--- src/rtl/debug_view_ctrl.sv ---
// Front-panel controller: debounces three pushbuttons into a display-mode select,
// a register-file debug index and a single-cycle CPU step enable.

module debug_view_btn #(
  parameter int DEBOUNCE_CYCLES = 500000
) (
  input  logic clk,
  input  logic rst,
  input  logic btn,
  output logic press
);

  localparam int CNT_W = $clog2(DEBOUNCE_CYCLES) + 1;
  localparam logic [CNT_W-1:0] CNT_LAST = CNT_W'(DEBOUNCE_CYCLES - 1);

  logic             sync_1;
  logic             sync_2;
  logic             db;
  logic             db_prev;
  logic [CNT_W-1:0] cnt;

  always_ff @(posedge clk or posedge rst) begin
    if (rst) begin
      sync_1  <= 1'b0;
      sync_2  <= 1'b0;
      db      <= 1'b0;
      db_prev <= 1'b0;
      cnt     <= '0;
      press   <= 1'b0;
    end else begin
      sync_1 <= btn;
      sync_2 <= sync_1;

      // Any return to the accepted level restarts the stability window.
      if (sync_2 == db) begin
        cnt <= '0;
      end else if (cnt == CNT_LAST) begin
        db  <= sync_2;
        cnt <= '0;
      end else begin
        cnt <= cnt + CNT_W'(1);
      end

      db_prev <= db;
      press   <= db & ~db_prev;
    end
  end

endmodule

module debug_view_ctrl #(
  parameter int DEBOUNCE_CYCLES = 500000,
  parameter int NUM_MODES       = 6
) (
  input  logic       clk,
  input  logic       rst,
  input  logic       btn_mode,
  input  logic       btn_reg,
  input  logic       btn_step,
  output logic [2:0] sel,
  output logic [4:0] reg_idx,
  output logic       step_pulse
);

  localparam logic [2:0] SEL_LAST = 3'(NUM_MODES - 1);

  logic press_mode;
  logic press_reg;
  logic press_step;

  debug_view_btn #(.DEBOUNCE_CYCLES(DEBOUNCE_CYCLES)) u_btn_mode (
    .clk   (clk),
    .rst   (rst),
    .btn   (btn_mode),
    .press (press_mode)
  );

  debug_view_btn #(.DEBOUNCE_CYCLES(DEBOUNCE_CYCLES)) u_btn_reg (
    .clk   (clk),
    .rst   (rst),
    .btn   (btn_reg),
    .press (press_reg)
  );

  debug_view_btn #(.DEBOUNCE_CYCLES(DEBOUNCE_CYCLES)) u_btn_step (
    .clk   (clk),
    .rst   (rst),
    .btn   (btn_step),
    .press (press_step)
  );

  // Presses are independent; simultaneous events all land on the same edge.
  always_ff @(posedge clk or posedge rst) begin
    if (rst) begin
      sel        <= 3'd0;
      reg_idx    <= 5'd0;
      step_pulse <= 1'b0;
    end else begin
      if (press_mode) begin
        sel <= (sel == SEL_LAST) ? 3'd0 : sel + 3'd1;
      end
      if (press_reg) begin
        reg_idx <= reg_idx + 5'd1;
      end
      step_pulse <= press_step;
    end
  end

endmodule

--- config.mk ---
export PLATFORM = sky130hd
export DESIGN_NAME = debug_view_ctrl
export DESIGN_NICKNAME = d
export VERILOG_FILES = /design/src/rtl/debug_view_ctrl.sv
export SDC_FILE = /design/constraint.sdc
export NUM_CORES = 1
export LEC_CHECK = 0
export CORE_MARGIN = 2
export CORE_UTILIZATION = 47
export DETAILED_ROUTE_END_ITERATION = 12
export HOLD_SLACK_MARGIN = 0.06
export MAX_ROUTING_LAYER = met4
export PLACE_DENSITY = 0.71
export SLEW_MARGIN = 15
export SYNTH_ARGS = -nofsm -noshare
export SYNTH_HDL_FRONTEND = slang
export SYNTH_SLANG_ARGS = --single-unit
export TNS_END_PERCENT = 5
--- constraint.sdc ---
create_clock -name clk -period 2.6 [get_ports clk]
set_input_delay 0.65 -clock clk [delete_from_list [all_inputs] [get_ports clk]]
set_output_delay 0.65 -clock clk [all_outputs]
set_load 0.02 [all_outputs]
==> impl.org, run 1 <==
** Critical path
- STA puts the critical path data arrival time at 1.38 ns.
- Dominant delay contributor by cell family on the critical path :: buffers and inverters
- Worst path slowest cell :: clkdlybuf4s50_1
- The worst setup path is launched from a flip-flop.
- The worst setup path is captured at a primary output.
- The number of buffers and inverters on the critical path is 1.
- Delay of the slowest critical-path stage :: 0.62 ns
- Critical path required time :: 1.95 ns
- The signal on the critical path passes through clkdlybuf4s50_1.
- Crit path kind :: flip-flop to primary output
- In this run the worst path has a maximum fanout of 4.

** Place
- Sum of net half-perimeters after detailed placement :: 4.54 mm
- Timing analysis after detailed placement gives a worst setup slack of 0.610 ns.
- Routability congestion estimate :: 0.885
- Port buffering added 13 buffers.

** CTS
- The H-tree generated during clock tree synthesis spans 3 levels.
- TritonCTS Sinks :: 84
- Num CTS Buffers :: 9
- Clock latency at the later pin of the worst-skew pair :: 0.35 ns
- The number of gates resized after CTS was 0.
- Buffers inserted to repair hold after CTS numbered 0.
- Root buffer cell :: clkbuf_8
- Post-CTS timing repair inserted 0 buffers for setup.
- After clock tree synthesis, the clock-pin slew on the worst setup and hold paths is 0.09 ns.
- CTS max path bufs :: 2
- TritonCTS built the clock tree.

** STA
- Hold slack :: 0.355 ns
- Clock skew on the completed layout was measured at 0.00844 ns.
- Final setup viols :: 0
- Setup repair after global routing left no endpoint under its margin.
- Worst slew slack as a fraction of its limit :: 54.3%
- For this run, the top clock speed supported by timing is 0.492 GHz.
- At the pin with the least slew margin, the transition time is 0.685 ns.
- The smallest clock period supported by the final layout is computed as 2.03 ns.
- The final hold violation count was 0.
- Final period util :: 78.2%
- The number of max-slew violations in the final report came to 0.
- Fin Setup TNS :: 0 ns
- After layout, the worst setup slack is 0.566 ns.

** Synthesis
- Post-Synthesis Cell Area :: 3870 um2
- In the post-synthesis netlist, the biggest area contributors are dfrtp_1, xnor2_1, nor2_1.
- Average cell area after synthesis :: 10.5 um2
- Predominant post-synthesis flop cell :: dfrtp_1
- The Yosys step of the flow raised 0 warnings.
- Of the synthesized area, sequential elements account for 54.2%.
- Net Count, Synth :: 378
- Fraction of synthesis flops using an asynchronous set or reset pin :: 100%
- The synthesized design contains 84 register bits.
- The largest total area in the synthesized netlist belongs to dfrtp_1.
- Number of distinct library cell variants in the gate-level netlist after synthesis :: 39
- The cell count after synthesis came out at 369.
- Fraction of post-synthesis cell area in the top cell type by area :: 54.2%
- In this run, synthesis inferred 0 flip-flops with an integrated enable.

** Routing
- Across all layers, the routed design uses 2671 vias.
- In the routed layout, each cell is associated on average with a via count of 5.37.
- Remaining number of nets flagged by the antenna check after routing :: 0
- The pre-antenna-repair detailed-routing pass consisted of 4 iterations.
- Iteration-0 DRC Markers :: 122
- Routed wire length :: 6.56 mm
- WL/cell :: 13.2 um
- Number of remaining DRC errors :: 0

** Power and ir drop
- Post-layout power :: 2.39 mW
- Power per standard cell area :: 549 nW/um2
- Across the VDD grid, the largest voltage drop is 0.352 mV.
- Summed over all cells, the static leakage comes to 1.75 nW.

** Floorplanning
- The initial utilization of the core area, before any placement, comes to 47.9%.
- Measured along the x axis, the die boundary spans 94.8 um.
- Pin placement for this block handled 14 I/O pins.
- The die covers 8990 um2.
- Site row count :: 33
- Overall die height :: 94.8 um
- The core region is 8090 um2.

** Global route
- After global routing the overflow that remains totals 0.
- The via count of the first global-routing pass came to 2637.
- Total track usage :: 17.4%
- Number of antenna violations at the first check in global routing :: 0
- Entering global routing, the biggest net connects 33 pins.
- The first global-routing pass estimated 11.9 mm of wire.

** Finish
- Of the cells placed in the final design, the portion with a size suffix greater than 1 is 7.91%.
- The area growth from synthesis to layout is 12.1%.
- Net count, final :: 396
- Fill cell count :: 715
- The multi-input combinational cells in the finished layout cover a total of 1680 um2.
- Highest-count cells in the layout ignoring fill and taps :: dfrtp_1, nor2_1, xnor2_1
- Number of inserted diodes :: 0
- Most common library cell in the layout ignoring fill and taps :: dfrtp_1
- Registers take 2100 um2.
- Largest registers :: u_btn_mode.cnt (20), u_btn_reg.cnt (20), u_btn_step.cnt (20)

** Flow run
- Max-cap check violation count :: 0

** Min path
- Class of the most critical hold timing path :: flip-flop to flip-flop

** Run status
- The run finished with clean final reports.
==> per-stage QoR <==
stage	std cells	area, um2	util (%)
after global routing	497	4350	53.7
after CTS	497	4350	53.7
after floorplan	369	3880	-
final	497	4350	53.7
after detailed placement	481	4140	51.1
after global placement	481	4140	51.1
==> synthesized netlist by cell type (2+ instances only) <==
library cell,n
ha_1,4
buf_2,4
nor4_1,19
xor2_1,13
mux2_2,4
nand2_1,20
mux2i_1,3
inv_1,14
o21ai_0,3
dfrtp_1,84
nand3_1,21
a21oi_1,8
nor2b_1,3
nand4_1,19
clkbuf_2,2
xnor2_1,39
or3_1,2
a31o_2,2
nor4bb_1,3
or4_1,4
nor2_1,58
o31ai_1,4
and4_1,6
nor3_1,15
==> path summary, 6_finish.rpt <==
path	from	to	slack (ns)	cells past startpoint
worst max register to register	u_btn_step.cnt[0]	u_btn_step.cnt[11]	0.58	5
worst min register to register	u_btn_step.sync_1	u_btn_step.sync_2	0.35	0
worst max-delay path	reg_idx[2]	reg_idx[2]	0.57	1
worst min-delay path	u_btn_step.sync_1	u_btn_step.sync_2	0.35	0
min in group asynchronous	rst	u_btn_mode.cnt[2]	0.71	2
max in group asynchronous	rst	u_btn_step.cnt[10]	1.35	3
==> power breakdown <==
group	switching [mW]	leakage [nW]	internal, mW
logic	0.0531	0.493	0.0272
clock network	0.470	0.102	0.498
registers	0.0161	1.15	1.32
==> final cells by class <==
cell class                 count  area share (%)
clock buffer                  11            3.48
clock inverter                 5            1.35
inverter                      14            1.30
multi-input combinational    263            38.6
sequential                    84            48.4
tap                          105            3.02
timing repair buffer          15            3.92
==> layer usage <==
metal	vias to the layer above	GRT usage, %	part of all wire, %
met4	0	8.33	1.9
li1	1329	-	-
met2	38	26.3	47
met3	11	3.59	2.6
met5	-	-	0
met1	1293	22.5	48
==> cell families after synthesis <==
kind of cell             Yosys count  synth area share [%]
AO/OA/AOI/OAI                     21                  3.84
adder cells (fa/ha/maj)            4                  1.29
flip-flops                        84                  54.2
multiplexers                       7                  1.94
AND/OR/NAND/NOR                  179                  24.4
buffers and inverters             22                  2.52
XOR/XNOR                          52                  11.8
Note: power is estimated with default switching activity, not from simulation.
==> run 2: changes to the inputs <==
- PLACE_DENSITY: 0.71 -> 0.69
- clock period: 2.6 -> 2 ns (I/O delays scaled with it)
==> run 2 against run 1 <==
Effect of this change: non-clock buffer count increased by 14; flip-flop and latch count did not move; die area did not move; worst hold slack improved by 0.0074 ns; routed wire length is 6.8% higher; sequential power increased by 30%; global-route usage up 0.49 points; register-to-register slack lost 0.48 ns; first-iteration DRC count decreased by 18%; sequential share of layout area is 1.6 points lower.
==> impl.org, run 2 (synthesized netlist as in run 1, its figures left out) <==
** Run status
- Result of the run :: completed

** Floorplanning
- Overall die height :: 94.8 um (unchanged)
- The die width is 94.8 um (unchanged).
- Full die area :: 8990 um2 (unchanged)
- The floorplan row count is 33 (unchanged).
- Initial Utilization :: 47.9% (unchanged)
- The core box area was 8090 um2 (unchanged).
- The number of placed I/O pins is 14 (unchanged).

** Finish
- Design Area, Final :: 4500 um2 (+3.5%)
- Net count, final :: 410 (+3.5%)
- The count of antenna diodes in the layout is 0 (unchanged).
- Non-filler instance count after layout :: 511 (+2.8%)
- The largest registers in the layout are u_btn_mode.cnt (20), u_btn_reg.cnt (20), u_btn_step.cnt (20).
- The library cell used most frequently in the layout, excluding fill and tap cells, is dfrtp_1.
- The fraction of the core area covered by cells at the end of the flow is 55.6% (+1.9 points).
- The area growth from synthesis to layout is 16.0%.
- The top cell types in the final layout, fill and taps aside, are dfrtp_1, nor2_1, xnor2_1.
- Share of cells above drive strength 1 :: 11.6% (+3.7 points)
- Fill cell count :: 717 (+0.28%)

** STA
- Post-layout minimum cycle time :: 1.92 ns
- The total of endpoints with negative setup slack in the final report is 0 (unchanged).
- Final period util :: 96.2%
- Unrepaired setup endpoints after global routing :: no
- Clock tree skew after final layout :: 0.0137 ns (+0.00522 ns)
- Worst slew slack as a fraction of its limit :: 62.7% (+8.4 points)
- Least-Margin Pin Slew :: 0.554 ns (-0.131 ns)
- The number of max-slew violations in the final report was 0 (unchanged).
- Fmax achieved :: 0.520 GHz
- The total negative slack was 0 ns (unchanged).
- The final hold violation count was 0 (unchanged).

** Critical path
- Endpoint of the worst-slack reg-to-reg timing path :: u_btn_reg.db
- STA classifies the critical path endpoint as a primary output.
- Crit Path Max Fanout :: 4 (unchanged)
- The arrival time of the worst setup path came to 1.42 ns (+0.04 ns).
- The critical path buffer and inverter count is 1 (unchanged).
- The data required time of the critical path came to 1.50 ns (-0.45 ns).
- The number of cells on the worst reg-to-reg path came to 4 (-1).
- The slowest stage of the critical path belongs to the cell clkdlybuf4s50_1.
- The worst setup path is of the flip-flop to primary output kind.
- Worst Setup SP :: reg_idx[2]
- The critical path ends at reg_idx[2].
- Worst r2r src :: u_btn_reg.cnt[11]
- Dominant delay contributor by cell family on the critical path :: buffers and inverters
- The setup slack of the worst register-to-register path is 0.10 ns (-0.48 ns).
- Element type at the critical path start :: flip-flop
- CP Cell Sequence :: clkdlybuf4s50_1
- Logic depth of the worst setup path including buffers :: 1 (unchanged)
- Delay of the slowest critical-path stage :: 0.63 ns (about the same)

** Place
- The last weighted congestion value of the routability-driven placer came to 0.867 (-2.0%).
- The placed instance count was 495 (+2.9%).
- Area after detailed placement :: 4250 um2 (+2.8%)
- Sum of net half-perimeters after detailed placement :: 4.71 mm (+3.6%)
- The number of port buffers is 13 (unchanged).

** Routing
- The per-cell routed wire length was 13.7 um (+3.8%).
- The number of remaining DRC errors came to 0 (unchanged).
- The via density per instance came to 5.31 (-1.2%).
- The count of antenna-violating nets left after detailed routing is 0 (unchanged).
- Vias post-DR :: 2714 (+1.6%)
- The total length of routed wires was 7.00 mm (+6.8%).
- Iteration-0 DRC Markers :: 100 (-18%)
- The first-pass detailed-route iteration total was 4 (unchanged).

** Global route
- The number of antenna violations at the first check in global routing was 0 (unchanged).
- The largest net degree at the start of global routing came to 32 (-3.0%).
- Global-route wire length before repair :: 12.1 mm (+2.0%)
- Total track usage :: 17.9% (+0.49 points)
- Remaining global-route overflow :: 0 (unchanged)
- The via count of the first global-routing pass was 2681 (+1.7%).

** CTS
- Number of levels in the clock H-tree :: 3 (unchanged)
- CTS tree :: built
- The clock input transition at the sequential cells of the worst setup and hold paths is 0.09 ns (about the same).
- The maximum buffer depth of the clock tree came to 2 (unchanged).
- Root buffer cell :: clkbuf_8
- The latest clock arrival within the worst-skew pair is 0.37 ns (+0.02 ns).
- # hold bufs at CTS :: 0 (unchanged)
- Number of setup buffers added after CTS :: 0 (unchanged)
- Num CTS Buffers :: 9 (unchanged)
- The sink count of the clock tree came to 84 (unchanged).

** Power and ir drop
- The static power due to leakage was 1.83 nW (+4.9%).
- The power after layout is 3.24 mW (+36%).
- Max VDD drop :: 0.433 mV (+23%)
- Power per standard cell area :: 721 nW/um2 (+31%)

** Min path
- Origin of the worst min-delay path :: u_btn_mode.sync_1
- In this run the worst hold path is classified as flip-flop to flip-flop.

** Flow run
- The number of maximum-capacitance violations was 0 (unchanged).
## run 2: how the worst min path moves through the flow
stage,slack [ns],depth (start not counted),end
finish,0.36,0,u_btn_mode.sync_2
global route,0.38,0,u_btn_step.sync_2
CTS,0.37,0,u_btn_mode.sync_2
detailed placement,0.34,0,u_btn_step.sync_2
global placement,0.33,0,u_btn_step.sync_2
floorplan,0.33,0,step_pulse
## run 2: report_power, final
group	switching (mW)	internal, mW
logic	0.0718	0.0450
registers	0.0208	1.72
clock network	0.666	0.721
## run 2: repair_timing
item,4_1_cts,5_1_grt
gates resized for setup,0,3
setup endpoints to repair,0,20
hold endpoints to repair,0,0
## run 2: area by class of cell
class / count / area (um2) / area share (%)
Clock inverter: 7 / 103 / 2.28
Timing Repair Buffer: 29 / 288 / 6.40
Clock buffer: 9 / 124 / 2.75
Multi-Input combinational cell: 263 / 1690 / 37.6
Tap cell: 105 / 131 / 2.92
Inverter: 14 / 56.3 / 1.25
Sequential cell: 84 / 2100 / 46.7
## run 2: stage by stage
stage	worst slack [ns]	hold slack (ns)
2_1_floorplan	0.0859	0.331
3_3_place_gp	0.0850	0.335
3_5_place_dp	0.0595	0.340
4_1_cts	0.0466	0.370
5_1_grt	0.00779	0.381
6_report	0.0760	0.362
## run 2: per-layer routing
metal	wire length (um)	global-route usage, %	part of all wire (%)	vias to the layer above
met2	3440	29.1	49	27
met1	3260	21.7	46	1319
met5	0	-	0	-
met4	155	7.97	2.2	0
li1	-	-	-	1358
met3	151	3.59	2.2	10
==> run 3: changes to the inputs <==
- PLACE_DENSITY: 0.69 -> 0.71
- clock period: 2 -> 1.7 ns (I/O delays scaled with it)
==> run 3 against run 2 <==
Effect of this change: the run now ends with setup timing left; non-clock buffer count grew 29; clock skew down 0.0058 ns; utilization grew 3.0 points; setup slack got worse by 0.22 ns; routed wire length increased by 7.9%; count of clock-buffer cells in the layout is 4 higher; clock power is 4% lower; worst hold slack worse by 0.0093 ns; global-route usage increased by 1.4 points.
==> impl.org, run 3 (synthesized netlist as in run 1, its figures left out) <==
** Run status
- The flow ran to the end, but the final reports show violations.
- The final reports fail on setup timing.

** Global route
- The via count of the first global-routing pass came to 2938 (+9.6%).
- Total track usage :: 19.3% (+1.4 points)
- The largest net degree at the start of global routing was 28 (-13%).
- Global-route wire length before repair :: 13.2 mm (+9.4%)
- Remaining global-route overflow :: 0 (unchanged)
- The number of antenna violations at the first check in global routing is 0 (unchanged).

** STA
- The total of endpoints with negative setup slack in the final report is 18 (+18).
- Hold slack :: 0.353 ns (-0.00932 ns)
- The final critical path takes up 109% of the cycle.
- Unrepaired setup endpoints after global routing :: yes
- The final hold violation count is 0 (unchanged).
- Worst slew slack as a fraction of its limit :: 72.3% (+9.5 points)
- Subtracting the final worst setup slack from the clock period gives 1.84 ns.
- Least-Margin Pin Slew :: 0.412 ns (-0.142 ns)
- Based on the critical path, the design can be clocked at up to 0.542 GHz.
- Final max-slew violation count :: 0 (unchanged)
- The worst path setup slack after routing came to -0.145 ns (-0.221 ns).
- Clock tree skew after final layout :: 0.00783 ns (-0.00583 ns)
- The total negative slack was -1.41 ns (-1.41 ns).

** Critical path
- Critical path required time :: 1.93 ns (+0.43 ns)
- CP Capture Type :: flip-flop
- Worst Setup SP :: u_btn_reg.cnt[12]
- Worst r2r src :: u_btn_reg.cnt[12]
- Crit path kind :: flip-flop to flip-flop
- Element type at the critical path start :: flip-flop
- Crit Path Max Fanout :: 2 (-2)
- Worst Path Arrival :: 2.07 ns (+0.65 ns)

** Place
- Number of buffers added on ports :: 13 (unchanged)
- The setup slack after placement is -0.209 ns (-0.268 ns).
- The post-DP HPWL is 5.41 mm (+15%).
- The last weighted congestion value of the routability-driven placer was 0.882 (+1.7%).

** Finish
- Net count, final :: 439 (+7.1%)
- The fraction of layout instances using a drive strength above 1 was 19.3% (+7.7 points).
- From synthesis to final layout, the design area changed by 22.2%.
- The library cell used most frequently in the layout, excluding fill and tap cells, is dfrtp_1.
- Number of inserted diodes :: 0 (unchanged)
- Highest-count cells in the layout ignoring fill and taps :: dfrtp_1, nor2_1, buf_4
- End-of-flow core utilization :: 58.5% (+3.0 points)
- Largest registers :: u_btn_mode.cnt (20), u_btn_reg.cnt (20), u_btn_step.cnt (20)

** Floorplanning
- Site row count :: 33 (unchanged)
- The die area is 8990 um2 (unchanged).
- I/O pin total :: 14 (unchanged)
- Overall die height :: 94.8 um (unchanged)
- Core Area :: 8090 um2 (unchanged)
- The initial cell density of the core was 47.9% (unchanged).
- Horizontal extent of the die :: 94.8 um (unchanged)

** Routing
- Number of remaining DRC errors :: 0 (unchanged)
- The count of antenna-violating nets left after detailed routing was 0 (unchanged).
- Routed wire length :: 7.56 mm (+7.9%)
- Iteration-0 DRC Markers :: 99 (-1.0%)
- The first-pass detailed-route iteration total is 4 (unchanged).
- The via density per instance came to 5.44 (+2.3%).
- The detailed-route via count was 2935 (+8.1%).
- WL/cell :: 14.0 um (+2.1%)

** CTS
- The tree is rooted in a clkbuf_8.
- CTS tree :: built
- TritonCTS Sinks :: 84 (unchanged)
- The maximum buffer depth of the clock tree was 2 (unchanged).
- Number of levels in the clock H-tree :: 3 (unchanged)
- The latest clock arrival within the worst-skew pair is 0.34 ns (-0.03 ns).
- Number of setup buffers added after CTS :: 0 (unchanged)
- The clock input transition at the sequential cells of the worst setup and hold paths was 0.08 ns (about the same).
- Num CTS Buffers :: 9 (unchanged)

** Min path
- The startpoint identified for the worst hold timing path is u_btn_reg.sync_1.
- Class of the most critical hold timing path :: flip-flop to flip-flop

** Power and ir drop
- The worst IR drop on VDD was 0.466 mV (+7.6%).
- The ratio of total power to cell area is 749 nW/um2 (+4.0%).
- The static power due to leakage was 2.01 nW (+9.8%).
- Post-layout power :: 3.55 mW (+9.5%)

** Flow run
- Max-cap check violation count :: 0 (unchanged)
-- run 3: through the flow --
stage | instances | area, um2
after global placement | 524 | 4500
after detailed placement | 524 | 4500
after floorplan | 369 | 3880
after global routing | 540 | 4740
after CTS | 540 | 4690
final | 540 | 4740
-- run 3: worst paths after layout --
kind,to,slack [ns],cells after the start
worst max-delay path,u_btn_reg.db,-0.14,4
worst min-delay path,u_btn_reg.sync_2,0.35,0
worst min register to register,u_btn_reg.sync_2,0.35,0
max in group asynchronous,u_btn_mode.sync_2,0.81,3
worst max register to register,u_btn_reg.db,-0.14,4
min in group asynchronous,u_btn_reg.cnt[17],0.43,2
-- run 3: layer usage --
metal / vias to the layer above / part of all wire, % / track usage (%)
met5: - / 0 / -
met4: 0 / 0.94 / 5.68
li1: 1422 / - / -
met2: 45 / 50 / 30.3
met3: 6 / 3.4 / 4.95
met1: 1462 / 46 / 25.0
-- run 3: layout make-up --
class / count / area, um2
timing repair buffer: 58 / 519
clock buffer: 13 / 169
multi-input combinational: 263 / 1740
sequential: 84 / 2100
fill: 696 / 3360
inverter: 14 / 56.3
tap: 105 / 131
clock inverter: 3 / 20.0
-- run 3: where the power goes --
part           internal [mW]  total (mW)  switching [mW]
combinational         0.0816       0.182           0.100
clock                  0.649        1.33           0.681
sequential              2.02        2.04          0.0183
total                   2.75        3.55           0.799
-- run 3: repair_timing --
item | CTS | global route
gates resized for setup | 13 | 9
hold buffers | 0 | 0
endpoints found under the setup margin | 28 | 44
pin swaps | 1 | 3
gates cloned | 0 | 0
hold endpoints to repair | 0 | 0
-- run 3: worst max-delay path: stages, from the launching register on --
cell and delay, ns:
dfrtp_1 0.38, or4b_1 0.52, or3_4 0.42, nor2_4 0.12
mux2_4 0.30
